--- src/rtl/keypad_scanner.sv ---
// rtl/keypad_scanner.sv - 4x4 matrix keypad scanner with press/release debounce and ack handshake
module keypad_scanner #(
    parameter int SCAN_CYCLES     = 1000,
    parameter int DEBOUNCE_CYCLES = 20000
) (
    input  logic       clk,
    input  logic       RST,
    input  logic [3:0] RowIn,
    output logic [3:0] ColOut,
    output logic [3:0] key_code,
    output logic       key_valid,
    input  logic       key_ack,
    output logic       key_held
);

    localparam int SW = $clog2(SCAN_CYCLES);
    localparam int DW = $clog2(DEBOUNCE_CYCLES + 1);
    localparam logic [SW-1:0] SCAN_LAST = SW'(SCAN_CYCLES - 1);
    localparam logic [DW-1:0] DB_LAST   = DW'(DEBOUNCE_CYCLES - 1);
    localparam logic [DW-1:0] DB_FULL   = DW'(DEBOUNCE_CYCLES);

    typedef enum logic [1:0] {SCAN, DEBOUNCE_P, VALID, WAIT_REL} state_t;

    state_t        state;
    logic [1:0]    col;
    logic [3:0]    row_pat;
    logic [SW-1:0] scan_cnt;
    logic [DW-1:0] db_cnt;

    // Multi-row presses resolve to the lowest-index row.
    function automatic logic [1:0] low_row(input logic [3:0] pat);
        if (!pat[0])      return 2'd0;
        else if (!pat[1]) return 2'd1;
        else if (!pat[2]) return 2'd2;
        else              return 2'd3;
    endfunction

    function automatic logic [3:0] strobe(input logic [1:0] c);
        return ~(4'b0001 << c);
    endfunction

    always_ff @(posedge clk) begin
        if (RST) begin
            state     <= SCAN;
            col       <= 2'd0;
            ColOut    <= 4'b1110;
            key_valid <= 1'b0;
            key_held  <= 1'b0;
            key_code  <= 4'd0;
            row_pat   <= 4'hF;
            scan_cnt  <= '0;
            db_cnt    <= '0;
        end else begin
            case (state)
                SCAN: begin
                    if (scan_cnt == SCAN_LAST) begin
                        scan_cnt <= '0;
                        if (RowIn == 4'hF) begin
                            col    <= col + 2'd1;
                            ColOut <= strobe(col + 2'd1);
                        end else begin
                            row_pat <= RowIn;
                            db_cnt  <= '0;
                            state   <= DEBOUNCE_P;
                        end
                    end else begin
                        scan_cnt <= scan_cnt + 1'b1;
                    end
                end
                DEBOUNCE_P: begin
                    // The sampled pattern must survive a full debounce window plus one confirm cycle.
                    if (RowIn != row_pat) begin
                        state    <= SCAN;
                        col      <= col + 2'd1;
                        ColOut   <= strobe(col + 2'd1);
                        scan_cnt <= '0;
                        db_cnt   <= '0;
                    end else if (db_cnt == DB_FULL) begin
                        state     <= VALID;
                        key_valid <= 1'b1;
                        key_held  <= 1'b1;
                        key_code  <= {low_row(row_pat), col};
                        db_cnt    <= '0;
                    end else begin
                        db_cnt <= db_cnt + 1'b1;
                    end
                end
                VALID: begin
                    if (key_ack) begin
                        state     <= WAIT_REL;
                        key_valid <= 1'b0;
                        db_cnt    <= '0;
                    end
                end
                WAIT_REL: begin
                    if (RowIn == 4'hF) begin
                        if (db_cnt == DB_LAST) begin
                            state    <= SCAN;
                            key_held <= 1'b0;
                            col      <= col + 2'd1;
                            ColOut   <= strobe(col + 2'd1);
                            scan_cnt <= '0;
                            db_cnt   <= '0;
                        end else begin
                            db_cnt <= db_cnt + 1'b1;
                        end
                    end else begin
                        db_cnt <= '0;
                    end
                end
                default: state <= SCAN;
            endcase
        end
    end

endmodule

--- config.mk ---
export PLATFORM = sky130hd
export DESIGN_NAME = keypad_scanner
export DESIGN_NICKNAME = d
export VERILOG_FILES = /design/src/rtl/keypad_scanner.sv
export SDC_FILE = /design/constraint.sdc
export NUM_CORES = 1
export LEC_CHECK = 0
export ABC_AREA = 1
export CORE_ASPECT_RATIO = 0.9
export CORE_MARGIN = 2
export CORE_UTILIZATION = 31
export CTS_CLUSTER_SIZE = 8
export DETAILED_ROUTE_END_ITERATION = 8
export SLEW_MARGIN = 20
export SYNTH_ARGS = -nofsm -noshare
export SYNTH_HDL_FRONTEND = slang
export SYNTH_SLANG_ARGS = --single-unit
--- constraint.sdc ---
create_clock -name clk -period 3.6 [get_ports clk]
set_clock_uncertainty 0.15 [all_clocks]
set_input_delay 0.9 -clock clk [delete_from_list [all_inputs] [get_ports clk]]
set_output_delay 0.9 -clock clk [all_outputs]
set_load 0.05 [all_outputs]
==> results by group <==
Clocking
  • Post-CTS Setup Inserts: 0
  • TritonCTS buffer count: 5
  • Clk sink count: 43
  • CTS tree: built
  • # H-tree levels: 2
  • Gates resized, CTS repair: 0
  • CTS Hold Bufs: 0
  • Clock latency on the worst-skew pair: ~300 ps
  • Clock root cell: clkbuf_8
  • Clk slew on worst S/H paths: 80 ps
  • Clock Tree Buf Depth: 2

Min path
  • Hold Path Class: flop to flop
  • Min-Delay Path Depth: 2

Finish
  • Ratio of cells with drive above 1 in the final layout: 0.138
  • Number of diodes: 0
  • Layout area overhead: 14.7%
  • FF/Latch Area: 861 sq um
  • Fill cells: 836
  • Post-route cell area: 2870 sq um
  • Multi-input logic area: ~1400 sq um
  • Layout Nets: 391

Synth
  • Syn_nets: between 300 and 400
  • Compound-Gate Fraction of Synth Area: 0.123
  • Synth warnings: 0
  • Seq/Total Area, Yosys: 0.344
  • Cells after synthesis: approximately 360
  • Avg Inst Size Synth: 6.96 sq um
  • Main combinational cell family by area after synthesis: simple AND/OR/NAND/NOR gates
  • Primary FF master, synth: dfxtp_1
  • Adder-cell area share of the yosys netlist: 0.0350
  • Yosys reg bits: between 40 and 50
  • Fraction of registers with async set/reset: 0
  • Unique masters post-synth: 37
  • Post-synthesis xor/xnor area fraction: 0.0245
  • Mux contribution to synthesized area: 0
  • Synth Cell Area: roughly 2500 sq um
  • Post-synth EDFFs: 0
  • Post-Synth Simple-Gate Area: 0.376

Setup path
  • Crit path max fanout: 11
  • Setup crit end kind: flop
  • Critical setup path kind: input pin to flop
  • Critical path launch point type: input pin
  • Critical Path RT: ~3700 ps
  • R2R cell count: 10
  • Critical path data arrival time: 2640 ps

Route
  • Routed Antenna Nets: 0
  • DRT iter0 DRCs: 135
  • WL final: just over 5 mm
  • Pre-antenna DRT Iters: 5
  • DRC errors left: 0
  • WL/cell: 10.8 um
  • Via density: 4.66
  • DR vias: approximately 2200

Placement
  • IO buf count: 16
  • Dpl hpwl: approximately 3.8 mm
  • RePlAce Congestion: ~0.8
  • Area after DPL: about 2800 sq um

Floorplanning
  • Die W: a little under 100 um
  • Initial core utilization: 0.314
  • CORE AREA: around 8000 sq um
  • Die Area: approximately 9000 sq um
  • I/O pins: 17
  • # rows: 31
  • Chip Height: 89.2 um

STA
  • Final period util: 0.720
  • RSZ-0062 raised after global routing: no
  • F_max: slightly below 400 MHz
  • Max_slew headroom: 0.648
  • Final Hold Fails: 0
  • Post-layout min period: between 2000 and 3000 ps
  • Setup TNS: 0 ps
  • Worst-margin pin slew: between 500 and 600 ps
  • # setup viols final: 0
  • Slew Viols, Final: 0

Pwr
  • Pint: slightly above 0.7 mW
  • Switching part of the total power: 0.210
  • Sw Pwr: around 0.19 mW
  • Max IR drop VDD: 0.000178 V
  • Clock Power Share: 0.431
  • Flop pwr share: 0.530
  • Power Density: between 300 and 400 nW/um^2
  • Total leakage power: approximately 1.2 nW
  • Logic pwr share: 0.040

Global routing
  • Vias in the first global route: around 2000
  • First-pass GRT wire length: between 9 and 10 mm
  • Largest net degree at the start of global routing: 20
  • Gr usage total: 0.128
  • GRT Residual Overflow: 0
  • Initial antenna violation count: 0

Run
  • Max-cap violations: 0

Run status
  • Status: complete, no violations
==> cells in the final DEF, fill, tap and decap left out, types with 2 or more instances in the layout <==
cell	n
a211oi_1	2
a21oi_1	14
a21oi_2	8
buf_4	2
clkbuf_8	6
clkdlybuf4s50_1	16
clkinv_1	2
dfxtp_1	43
ha_1	7
inv_1	44
inv_2	4
nand2_1	84
nand2_2	10
nand2_4	3
nand3_1	26
nand3_2	5
nand3b_1	3
nand4_1	9
nor2_1	38
nor2_2	6
nor2_4	2
nor3_1	2
o211ai_1	3
o21ai_0	15
o21ai_1	4
o21bai_1	3
xnor2_1	2
xor2_1	5
==> kinds of logic (layout without fill, tap and decap cells) <==
group,after synthesis,after routing
AO/OA/AOI/OAI,51,51
XOR/XNOR,7,7
adder cells (fa/ha/maj),7,7
buffers and inverters,58,77
flip-flops,43,43
AND/OR/NAND/NOR,193,193
==> layer usage <==
metal / share of wire / vias to the layer above / GRT usage
li1: - / 1182 / -
met5: 0 / - / 0
met2: 0.44 / 26 / 0.207
met4: 0.015 / 0 / 0.0448
met1: 0.52 / 1009 / 0.172
met3: 0.024 / 7 / 0.0281
==> final cells by class <==
type,count,share of cell area
timing repair buffer,18,0.0611
inverter,51,0.0676
multi-input combinational,258,0.487
sequential,43,0.300
tap,99,0.0432
clock inverter,2,0.0122
clock buffer,6,0.0288
==> power groups by stage <==
| stage | logic [mW] | registers, mW | clock network [mW] |
|---|---|---|---|
| finish | 0.0361 | 0.481 | 0.391 |
| global route | 0.0407 | 0.482 | 0.425 |
| CTS | 0.0366 | 0.481 | 0.405 |
| detailed placement | 0.0367 | 0.492 | 0 |
| global placement | 0.0359 | 0.492 | 0 |
| floorplan | 0.0220 | 0.491 | 0 |
==> metrics by stage <==
stage	power [mW]	utilization	cells	setup WS (ps)	hold slack, ps
after floorplan	0.513	-	359	1560	281
after global placement	0.528	0.346	469	782	290
after detailed placement	0.529	0.346	469	686	304
after CTS	0.923	0.361	477	992	320
after global routing	0.947	0.361	477	792	343
final	0.908	0.361	477	1010	316
==> flip-flops by register name, indices dropped and copies added (netlist names), named ones only <==
register   flops
row_pat        4
state          1
key_valid      1
key_code       4
ColOut         4
scan_cnt      10
db_cnt        15
col            2
key_held       1
==> synth_stat cells, types with 2 or more instances <==
cell / n / area share
nand2_1: 84 / 0.13
ha_1: 7 / 0.035
nand3b_1: 3 / 0.0090
a21oi_1: 14 / 0.028
nand2_2: 10 / 0.025
nor2_4: 2 / 0.0090
nor2_2: 6 / 0.015
xor2_1: 5 / 0.018
inv_2: 4 / 0.0060
o21bai_1: 3 / 0.0090
o21ai_1: 4 / 0.0080
buf_2: 2 / 0.0040
nand4_1: 9 / 0.023
nor3_1: 2 / 0.0040
xnor2_1: 2 / 0.0070
o211ai_1: 3 / 0.0090
a21oi_2: 8 / 0.028
nor2_1: 38 / 0.057
inv_1: 44 / 0.066
clkbuf_1: 3 / 0.0045
clkinv_1: 2 / 0.0030
nand3_2: 5 / 0.020
o21ai_0: 15 / 0.030
nand3_1: 26 / 0.052
nand2_4: 3 / 0.014
a211oi_1: 2 / 0.0060
dfxtp_1: 43 / 0.34
==> critical path: stages <==
cell and delay, ps:
clkdlybuf4s50_1 450, nand2_1 130, nor2_4 60, nand2_1 70
nand2_1 60, a21oi_2 380, nand3_1 180, nand2_1 180
inv_1 100, nand3_1 70, inv_1 40
==> worst paths after layout <==
kind         slack [ps]                        to                startpoint
min reg2reg         320  scan_cnt[9]$_SDFFE_PP0P_  scan_cnt[9]$_SDFFE_PP0P_
max reg2reg        1320    db_cnt[8]$_SDFFE_PP0P_  scan_cnt[0]$_SDFFE_PP0P_
max                1010    db_cnt[8]$_SDFFE_PP0P_                  RowIn[0]
min                 320  scan_cnt[9]$_SDFFE_PP0P_  scan_cnt[9]$_SDFFE_PP0P_
No activity file was read; power rests on OpenSTA's default activity.
